## src/rtl/axi_byte_prefetch_if.sv

```systemverilog
// Bus bundle for the byte prefetcher: AXI4-Lite-style read channels toward memory
// and the byte stream toward the channel core.
interface axi_byte_prefetch_if;
    logic [31:0] m_axi_araddr;
    logic        m_axi_arvalid;
    logic        m_axi_arready;
    logic [63:0] m_axi_rdata;
    logic [1:0]  m_axi_rresp;
    logic        m_axi_rvalid;
    logic        m_axi_rready;
    logic [7:0]  m_axis_tdata;
    logic        m_axis_tvalid;
    logic        m_axis_tready;

    modport master (
        output m_axi_araddr, m_axi_arvalid, m_axi_rready, m_axis_tdata, m_axis_tvalid,
        input  m_axi_arready, m_axi_rdata, m_axi_rresp, m_axi_rvalid, m_axis_tready
    );

    modport slave (
        input  m_axi_araddr, m_axi_arvalid, m_axi_rready, m_axis_tdata, m_axis_tvalid,
        output m_axi_arready, m_axi_rdata, m_axi_rresp, m_axi_rvalid, m_axis_tready
    );
endinterface

```

## src/rtl/axi_byte_prefetch.sv

```systemverilog
// Fetches aligned 64-bit words from memory and unpacks the requested byte range
// into a byte FIFO that feeds the channel's data stream.
module axi_byte_prefetch #(
    parameter int FIFO_DEPTH = 16
) (
    input  logic                       aclk,
    input  logic                       reset,
    input  logic                       start,
    input  logic [31:0]                addr,
    input  logic [15:0]                count,
    output logic                       busy,
    output logic                       done,
    output logic                       error,
    axi_byte_prefetch_if.master        bus
);
    localparam int PTR_W = $clog2(FIFO_DEPTH);

    typedef enum logic [2:0] {
        S_IDLE, S_AR, S_R, S_UNPACK, S_DRAIN, S_ABORT
    } state_t;

    state_t        state_reg, state_next;
    logic [31:0]   fetch_addr_reg, fetch_addr_next;
    logic [2:0]    lane_reg, lane_next;
    logic [15:0]   remaining_reg, remaining_next;
    logic [63:0]   word_reg, word_next;
    logic          error_reg, error_next;
    logic          busy_reg, busy_next;
    logic          done_reg, done_next;
    logic          arvalid, rready, push, flush;
    logic [7:0]    push_data;
    logic [7:0]    word_bytes [8];

    // FIFO: storage array plus a registered head byte that drives the stream
    logic [7:0]       fifo_mem [FIFO_DEPTH];
    logic [PTR_W-1:0] wr_ptr_reg, rd_ptr_reg;
    logic [PTR_W:0]   fill_reg;
    logic [7:0]       tdata_reg;
    logic             tvalid_reg;
    logic             pop, head_load, mem_empty, mem_write, fifo_room;

    generate
        for (genvar gi = 0; gi < 8; gi++) begin : g_lane
            assign word_bytes[gi] = word_reg[8*gi +: 8];
        end
    endgenerate

    assign push_data = word_bytes[lane_reg];
    assign pop       = tvalid_reg && bus.m_axis_tready;
    assign head_load = !tvalid_reg || pop;
    assign mem_empty = (fill_reg - (PTR_W+1)'(tvalid_reg)) == '0;
    // An empty store with a free head slot lets the new byte go straight to the head
    assign mem_write = push && !(head_load && mem_empty);
    assign fifo_room = fill_reg <= (PTR_W+1)'(FIFO_DEPTH - 8);

    always_ff @(posedge aclk) begin
        if (reset || flush) begin
            wr_ptr_reg <= '0;
            rd_ptr_reg <= '0;
            fill_reg   <= '0;
            tvalid_reg <= 1'b0;
            tdata_reg  <= '0;
        end else begin
            fill_reg <= fill_reg + (PTR_W+1)'(push) - (PTR_W+1)'(pop);
            if (mem_write)
                wr_ptr_reg <= wr_ptr_reg + 1'b1;
            if (head_load) begin
                if (!mem_empty) begin
                    tdata_reg  <= fifo_mem[rd_ptr_reg];
                    rd_ptr_reg <= rd_ptr_reg + 1'b1;
                    tvalid_reg <= 1'b1;
                end else if (push) begin
                    tdata_reg  <= push_data;
                    tvalid_reg <= 1'b1;
                end else begin
                    tvalid_reg <= 1'b0;
                end
            end
        end
    end

    always_ff @(posedge aclk) begin
        if (mem_write)
            fifo_mem[wr_ptr_reg] <= push_data;
    end

    always_ff @(posedge aclk) begin
        if (reset) begin
            state_reg      <= S_IDLE;
            fetch_addr_reg <= '0;
            lane_reg       <= '0;
            remaining_reg  <= '0;
            word_reg       <= '0;
            error_reg      <= 1'b0;
            busy_reg       <= 1'b0;
            done_reg       <= 1'b0;
        end else begin
            state_reg      <= state_next;
            fetch_addr_reg <= fetch_addr_next;
            lane_reg       <= lane_next;
            remaining_reg  <= remaining_next;
            word_reg       <= word_next;
            error_reg      <= error_next;
            busy_reg       <= busy_next;
            done_reg       <= done_next;
        end
    end

    always_comb begin
        state_next      = state_reg;
        fetch_addr_next = fetch_addr_reg;
        lane_next       = lane_reg;
        remaining_next  = remaining_reg;
        word_next       = word_reg;
        error_next      = error_reg;
        busy_next       = busy_reg;
        done_next       = 1'b0;
        arvalid         = 1'b0;
        rready          = 1'b0;
        push            = 1'b0;
        flush           = 1'b0;
        case (state_reg)
            S_IDLE: begin
                if (start) begin
                    error_next      = 1'b0;
                    fetch_addr_next = {addr[31:3], 3'b000};
                    lane_next       = addr[2:0];
                    remaining_next  = count;
                    if (count == 16'd0) begin
                        done_next = 1'b1;
                    end else begin
                        busy_next  = 1'b1;
                        state_next = S_AR;
                    end
                end
            end
            S_AR: begin
                // Only ask for a word once the FIFO can absorb all eight of its bytes
                if (fifo_room) begin
                    arvalid = 1'b1;
                    if (bus.m_axi_arready)
                        state_next = S_R;
                end
            end
            S_R: begin
                rready = 1'b1;
                if (bus.m_axi_rvalid) begin
                    if (bus.m_axi_rresp != 2'b00) begin
                        error_next = 1'b1;
                        state_next = S_ABORT;
                    end else begin
                        word_next  = bus.m_axi_rdata;
                        state_next = S_UNPACK;
                    end
                end
            end
            S_UNPACK: begin
                push           = 1'b1;
                lane_next      = lane_reg + 3'd1;
                remaining_next = remaining_reg - 16'd1;
                if (lane_reg == 3'd7 || remaining_reg == 16'd1) begin
                    if (remaining_reg != 16'd1) begin
                        fetch_addr_next = fetch_addr_reg + 32'd8;
                        lane_next       = 3'd0;
                        state_next      = S_AR;
                    end else begin
                        state_next = S_DRAIN;
                    end
                end
            end
            S_DRAIN: begin
                if (fill_reg == '0) begin
                    done_next  = 1'b1;
                    busy_next  = 1'b0;
                    state_next = S_IDLE;
                end
            end
            S_ABORT: begin
                flush      = 1'b1;
                done_next  = 1'b1;
                busy_next  = 1'b0;
                state_next = S_IDLE;
            end
            default: state_next = S_IDLE;
        endcase
    end

    assign busy              = busy_reg;
    assign done              = done_reg;
    assign error             = error_reg;
    assign bus.m_axi_araddr  = fetch_addr_reg;
    assign bus.m_axi_arvalid = arvalid;
    assign bus.m_axi_rready  = rready;
    assign bus.m_axis_tdata  = tdata_reg;
    assign bus.m_axis_tvalid = tvalid_reg;
endmodule

```

## src/flat_wrapper.sv

```systemverilog
// flat-port wrapper written by rule: the top's interface ports become plain ports
module axi_byte_prefetch_flat 
#(
    parameter int FIFO_DEPTH = 16
)
  (aclk, reset, start, addr, count, busy, done, error, bus_m_axi_araddr, bus_m_axi_arvalid, bus_m_axi_rready, bus_m_axis_tdata, bus_m_axis_tvalid, bus_m_axi_arready, bus_m_axi_rdata, bus_m_axi_rresp, bus_m_axi_rvalid, bus_m_axis_tready);
  axi_byte_prefetch_if bus_i ();
  input  logic aclk;
  input  logic reset;
  input  logic start;
  input  logic [31:0] addr;
  input  logic [15:0] count;
  output logic busy;
  output logic done;
  output logic error;
  output wire logic [$bits(bus_i.m_axi_araddr)-1:0] bus_m_axi_araddr;
  output wire logic [$bits(bus_i.m_axi_arvalid)-1:0] bus_m_axi_arvalid;
  output wire logic [$bits(bus_i.m_axi_rready)-1:0] bus_m_axi_rready;
  output wire logic [$bits(bus_i.m_axis_tdata)-1:0] bus_m_axis_tdata;
  output wire logic [$bits(bus_i.m_axis_tvalid)-1:0] bus_m_axis_tvalid;
  input wire logic [$bits(bus_i.m_axi_arready)-1:0] bus_m_axi_arready;
  input wire logic [$bits(bus_i.m_axi_rdata)-1:0] bus_m_axi_rdata;
  input wire logic [$bits(bus_i.m_axi_rresp)-1:0] bus_m_axi_rresp;
  input wire logic [$bits(bus_i.m_axi_rvalid)-1:0] bus_m_axi_rvalid;
  input wire logic [$bits(bus_i.m_axis_tready)-1:0] bus_m_axis_tready;
  assign bus_m_axi_araddr = bus_i.m_axi_araddr;
  assign bus_m_axi_arvalid = bus_i.m_axi_arvalid;
  assign bus_m_axi_rready = bus_i.m_axi_rready;
  assign bus_m_axis_tdata = bus_i.m_axis_tdata;
  assign bus_m_axis_tvalid = bus_i.m_axis_tvalid;
  assign bus_i.m_axi_arready = bus_m_axi_arready;
  assign bus_i.m_axi_rdata = bus_m_axi_rdata;
  assign bus_i.m_axi_rresp = bus_m_axi_rresp;
  assign bus_i.m_axi_rvalid = bus_m_axi_rvalid;
  assign bus_i.m_axis_tready = bus_m_axis_tready;
  axi_byte_prefetch #(.FIFO_DEPTH(FIFO_DEPTH)) u_core (.aclk(aclk), .reset(reset), .start(start), .addr(addr), .count(count), .busy(busy), .done(done), .error(error), .bus(bus_i));
endmodule
```

## config.mk

```make
export PLATFORM = sky130hd
export DESIGN_NAME = axi_byte_prefetch_flat
export DESIGN_NICKNAME = d
export VERILOG_FILES = /design/src/rtl/axi_byte_prefetch_if.sv /design/src/rtl/axi_byte_prefetch.sv /design/src/flat_wrapper.sv
export SDC_FILE = /design/constraint.sdc
export NUM_CORES = 1
export LEC_CHECK = 0
export ABC_AREA = 1
export ABC_CLOCK_PERIOD_IN_PS = 2800
export BUFFER_PORTS_ARGS = -buffer_cell sky130_fd_sc_hd__buf_4
export CORE_MARGIN = 10
export CORE_UTILIZATION = 50
export CTS_CLUSTER_DIAMETER = 200
export DETAILED_ROUTE_END_ITERATION = 10
export PLACE_DENSITY = 0.7
export SLEW_MARGIN = 20
export SYNTH_ARGS = -nofsm -noshare
export SYNTH_HDL_FRONTEND = slang
export SYNTH_SLANG_ARGS = --single-unit
```

## constraint.sdc

```tcl
create_clock -name aclk -period 2.8 [get_ports aclk]
set_input_delay 0.14 -clock aclk [delete_from_list [all_inputs] [get_ports aclk]]
set_output_delay 0.14 -clock aclk [all_outputs]
set_load 0.01 [all_outputs]
```

==> report_table.html <==
<table>
<tr><th>Metric</th><th>Value</th></tr>
<tr><th colspan="2">Power and ir drop</th></tr>
<tr><td>Largest vdd supply drop</td><td>0.546 mV</td></tr>
<tr><td>LEAKAGE</td><td>7.15 nW</td></tr>
<tr><td>PD cells</td><td>867 mW/mm²</td></tr>
<tr><td>Total design power</td><td>14.7 mW</td></tr>
<tr><th colspan="2">STA</th></tr>
<tr><td>Final-report max-slew violation count</td><td>0</td></tr>
<tr><td>Achievable clock frequency</td><td>411 MHz</td></tr>
<tr><td>Transition time at the pin with the least slew margin</td><td>0.911 ns</td></tr>
<tr><td>Portion of the clock cycle consumed by the worst path in the final layout</td><td>86.9%</td></tr>
<tr><td>Worst max-slew margin expressed relative to the limit</td><td>39.2%</td></tr>
<tr><td>Final-layout setup total negative slack</td><td>0 ns</td></tr>
<tr><td>Unrepaired setup endpoints after global routing</td><td>no</td></tr>
<tr><td>Min cycle time layout</td><td>2.43 ns</td></tr>
<tr><td>Final Skew</td><td>0.00794 ns</td></tr>
<tr><td>Final hold violation count</td><td>0</td></tr>
<tr><td>Final number of setup-violating endpoints</td><td>0</td></tr>
<tr><th colspan="2">Cells and area</th></tr>
<tr><td>Layout filler cell count</td><td>2256</td></tr>
<tr><td>Number of flip-flops under the largest register name</td><td>128</td></tr>
<tr><td>Most common cell after layout, fill and taps aside</td><td>sky130_fd_sc_hd__nand2_1</td></tr>
<tr><td>Area growth syn-to-layout</td><td>26.2%</td></tr>
<tr><td>Share of final-layout standard cells stronger than drive strength 1</td><td>12.7%</td></tr>
<tr><td>Leading cell types in the layout, fill and taps excluded</td><td>sky130_fd_sc_hd__nand2_1 (431), sky130_fd_sc_hd__nor2_1 (321), sky130_fd_sc_hd__buf_4 (201), sky130_fd_sc_hd__inv_1 (183), sky130_fd_sc_hd__nand3_1 (147)</td></tr>
<tr><td>Number of nets at the end of the flow</td><td>2184</td></tr>
<tr><th colspan="2">Floorplan</th></tr>
<tr><td>Initial cell density of the core</td><td>51.1%</td></tr>
<tr><td>Number of top-level design ports</td><td>166</td></tr>
<tr><td>Horiz. Die Dim</td><td>184 µm</td></tr>
<tr><td>Die span in y</td><td>184 µm</td></tr>
<tr><td>Placeable core area</td><td>0.0263 mm²</td></tr>
<tr><td>Row count</td><td>59</td></tr>
<tr><td>Die area</td><td>0.0338 mm²</td></tr>
<tr><th colspan="2">Routing</th></tr>
<tr><td>Average wire length per cell after detail routing</td><td>15.9 µm</td></tr>
<tr><td>Starting DRC count in detailed routing</td><td>1095</td></tr>
<tr><td>DRT antenna net count</td><td>0</td></tr>
<tr><td>Vias after detailed routing</td><td>12600</td></tr>
<tr><td>Via count normalized by instance count</td><td>5.25</td></tr>
<tr><td>Total Routed Length</td><td>38200 µm</td></tr>
<tr><td>First-pass DRT Iterations</td><td>6</td></tr>
<tr><td>DRC violation count after routing</td><td>0</td></tr>
<tr><th colspan="2">Setup path</th></tr>
<tr><td>Slowest Stage Delay on Critical Path</td><td>0.54 ns</td></tr>
<tr><td>Worst setup path category</td><td>reg -&gt; reg</td></tr>
<tr><td>Buffers plus inverters on the worst setup path</td><td>3</td></tr>
<tr><td>Slowest stage cell on the critical path</td><td>sky130_fd_sc_hd__nor2_1</td></tr>
<tr><td>Crit path cell chain</td><td>inv_1 -&gt; ha_1 -&gt; inv_1 -&gt; nand2_1 -&gt; nand3_1 -&gt; nor2_1 -&gt; nand2_1 -&gt; o21ai_1 -&gt; inv_1 -&gt; nand2_1 -&gt; nor2_1</td></tr>
<tr><td>Type of origin of the critical path</td><td>flop</td></tr>
<tr><td>Kind of cell adding the most delay to the critical path</td><td>simple AND/OR/NAND/NOR gates</td></tr>
<tr><td>Arrival time worst endpoint</td><td>2.61 ns</td></tr>
<tr><td>Critical path data required time</td><td>2.98 ns</td></tr>
<tr><td>Type of element capturing the critical path</td><td>flop</td></tr>
<tr><td>Largest fanout on the critical path</td><td>8</td></tr>
<tr><th colspan="2">Placed design</th></tr>
<tr><td>IO buf count</td><td>162</td></tr>
<tr><td>Dpl hpwl</td><td>25600 µm</td></tr>
<tr><td>RD Place Congestion</td><td>0.926</td></tr>
<tr><th colspan="2">Logic synthesis</th></tr>
<tr><td>Number of distinct library cells after synthesis</td><td>37</td></tr>
<tr><td>Register bit count reported by yosys</td><td>272</td></tr>
<tr><td>Seq/Total Area, Yosys</td><td>50.1%</td></tr>
<tr><td>Mean area per synthesized cell</td><td>7.50 µm²</td></tr>
<tr><td>Syn Std Cell Area</td><td>0.0134 mm²</td></tr>
<tr><td>Synthesized instance count</td><td>1792</td></tr>
<tr><td>Ys Warns</td><td>0</td></tr>
<tr><th colspan="2">Global route</th></tr>
<tr><td>Vias in the first global route</td><td>12100</td></tr>
<tr><td>Global-route wire length before repair</td><td>60700 µm</td></tr>
<tr><td>Total routing usage reported by global routing</td><td>21.8%</td></tr>
<tr><td>Total global routing overflow</td><td>0</td></tr>
<tr><td>Maximum number of pins on one net before global-route repair</td><td>89</td></tr>
<tr><td>Initial antenna violation count</td><td>3</td></tr>
<tr><th colspan="2">Clock tree</th></tr>
<tr><td>CTS sink cnt</td><td>272</td></tr>
<tr><td>Post-cts repair resize count</td><td>0</td></tr>
<tr><td>Total setup buffers inserted after CTS</td><td>0</td></tr>
<tr><td>Number of hold-repair buffers added at the cts stage</td><td>105</td></tr>
<tr><td>Longest Clk Path Bufs</td><td>3</td></tr>
<tr><td>Clock tree from TritonCTS</td><td>built</td></tr>
<tr><td>Number of H-tree levels</td><td>1</td></tr>
<tr><td>Clock network latency to the later pin of the worst-skew pair</td><td>0.55 ns</td></tr>
<tr><td>Clock root buffer</td><td>sky130_fd_sc_hd__clkbuf_16</td></tr>
<tr><td>Clock-pin slew of the registers on the worst-case setup and hold paths</td><td>0.06 ns</td></tr>
<tr><td>Number of buffers created by CTS</td><td>29</td></tr>
<tr><th colspan="2">Outcome</th></tr>
<tr><td>Result of the run</td><td>completed</td></tr>
<tr><th colspan="2">Run</th></tr>
<tr><td>Total of max-cap violations</td><td>0</td></tr>
<tr><th colspan="2">Hold path</th></tr>
<tr><td>Worst hold-check path type</td><td>in -&gt; reg</td></tr>
</table>
cell families (layout without fill, tap and decap cells):
family,count (synthesis),in the layout,share of synthesized area [%]
compound gates,277,277,10.6
xor+xnor,12,12,0.782
fa+ha+maj,20,20,1.92
buf+inv,275,548,8.26
flops,272,272,50.1
other cells,1,6,0.0279
simple gates,935,935,28.4
final cells by class:
| type | count | area [µm²] | share of cell area, % |
|---|---|---|---|
| Sequential cell | 272 | 6730 | 39.7 |
| Multi-Input combinational cell | 1247 | 5610 | 33.1 |
| Timing Repair Buffer | 307 | 2580 | 15.2 |
| Clock buffer | 41 | 791 | 4.66 |
| Inverter | 187 | 704 | 4.15 |
| Tap cell | 335 | 419 | 2.47 |
| Clock inverter | 13 | 120 | 0.708 |
| Antenna cell | 3 | 7.51 | 0.0443 |
cells in the mapped netlist:
| master | count | area (µm²) |
|---|---|---|
| sky130_fd_sc_hd__fa_1 | 1 | 20.0 |
| sky130_fd_sc_hd__o221ai_1 | 2 | 17.5 |
| sky130_fd_sc_hd__buf_2 | 21 | 105 |
| sky130_fd_sc_hd__a21oi_1 | 123 | 616 |
| sky130_fd_sc_hd__edfxtp_1 | 128 | 3840 |
| sky130_fd_sc_hd__o21bai_1 | 5 | 37.5 |
| sky130_fd_sc_hd__o22ai_1 | 2 | 12.5 |
| sky130_fd_sc_hd__clkbuf_1 | 52 | 195 |
| sky130_fd_sc_hd__buf_4 | 5 | 37.5 |
| sky130_fd_sc_hd__nand2_2 | 2 | 12.5 |
| sky130_fd_sc_hd__nor2_1 | 321 | 1200 |
| sky130_fd_sc_hd__nand3b_1 | 9 | 67.6 |
| sky130_fd_sc_hd__nand2_4 | 1 | 11.3 |
| sky130_fd_sc_hd__o31ai_1 | 1 | 7.51 |
| sky130_fd_sc_hd__nor2_4 | 1 | 11.3 |
| sky130_fd_sc_hd__conb_1 | 1 | 3.75 |
| sky130_fd_sc_hd__inv_2 | 2 | 7.51 |
| sky130_fd_sc_hd__nor3_2 | 2 | 20.0 |
| sky130_fd_sc_hd__xnor2_1 | 3 | 26.3 |
| sky130_fd_sc_hd__o211ai_1 | 2 | 15.0 |
| sky130_fd_sc_hd__nand3_4 | 1 | 17.5 |
| sky130_fd_sc_hd__ha_1 | 19 | 238 |
| sky130_fd_sc_hd__nor3_1 | 8 | 40.0 |
| sky130_fd_sc_hd__inv_1 | 184 | 691 |
| sky130_fd_sc_hd__a31oi_1 | 6 | 37.5 |
| sky130_fd_sc_hd__o21ai_1 | 14 | 70.1 |
| sky130_fd_sc_hd__or2_2 | 7 | 43.8 |
| sky130_fd_sc_hd__nor4_1 | 1 | 6.26 |
| sky130_fd_sc_hd__xor2_1 | 9 | 78.8 |
| sky130_fd_sc_hd__dfxtp_1 | 144 | 2880 |
| sky130_fd_sc_hd__nand2_1 | 432 | 1620 |
| sky130_fd_sc_hd__nand3_1 | 147 | 736 |
| sky130_fd_sc_hd__inv_4 | 1 | 6.26 |
| sky130_fd_sc_hd__buf_6 | 4 | 45.0 |
| sky130_fd_sc_hd__nand4_1 | 3 | 18.8 |
| sky130_fd_sc_hd__buf_1 | 6 | 22.5 |
| sky130_fd_sc_hd__o21ai_0 | 122 | 611 |
tightest hold or removal path: stages:
cell,delay (ns)
sky130_fd_sc_hd__buf_4,0.08
sky130_fd_sc_hd__inv_1,0.04
sky130_fd_sc_hd__nand3_1,0.07
sky130_fd_sc_hd__nor2_1,0.06
sky130_fd_sc_hd__nand3_1,0.09
sky130_fd_sc_hd__a21oi_1,0.06
power by group:
part / leakage, nW / total, mW / switching [mW] / internal [mW]
Sequential: 2.35 / 5.35 / 0.459 / 4.89
Combinational: 4.36 / 5.66 / 3.67 / 1.99
Clock: 0.441 / 3.70 / 1.55 / 2.15
stage by stage:
step | hold slack, ns | setup WS [ns] | util, % | instances | area, µm²
3_3_place_gp | 0.389 | 0.540 | 57.0 | 2243 | 15000
5_1_grt | 0.0643 | 0.117 | 64.5 | 2405 | 17000
6_report | 0.0416 | 0.368 | 64.5 | 2405 | 17000
4_1_cts | 0.0163 | 0.414 | 64.5 | 2402 | 17000
2_1_floorplan | 0.288 | 0.574 | - | 1794 | 13400
3_5_place_dp | 0.386 | 0.423 | 57.0 | 2243 | 15000
routing by layer:
| layer | share of wire [%] | vias to the layer above | track usage (%) |
|---|---|---|---|
| met5 | 0 | - | 0 |
| met1 | 42 | 5848 | 27.3 |
| li1 | - | 6276 | - |
| met2 | 49 | 427 | 37.7 |
| met4 | 2.6 | 0 | 6.56 |
| met3 | 6.6 | 80 | 3.85 |
final timing paths:
kind	slack, ns	start	endpoint	cells past startpoint
worst min register to register	0.45	u_core.word_reg[40]	u_core.word_reg[40]	2
worst min-delay path	0.04	count[10]	u_core.done	6
worst max register to register	0.37	u_core.fill_reg[2]	u_core.fifo_mem[2][7]	11
worst max-delay path	0.37	u_core.fill_reg[2]	u_core.fifo_mem[2][7]	11
No activity file was read; power rests on OpenSTA's default activity.
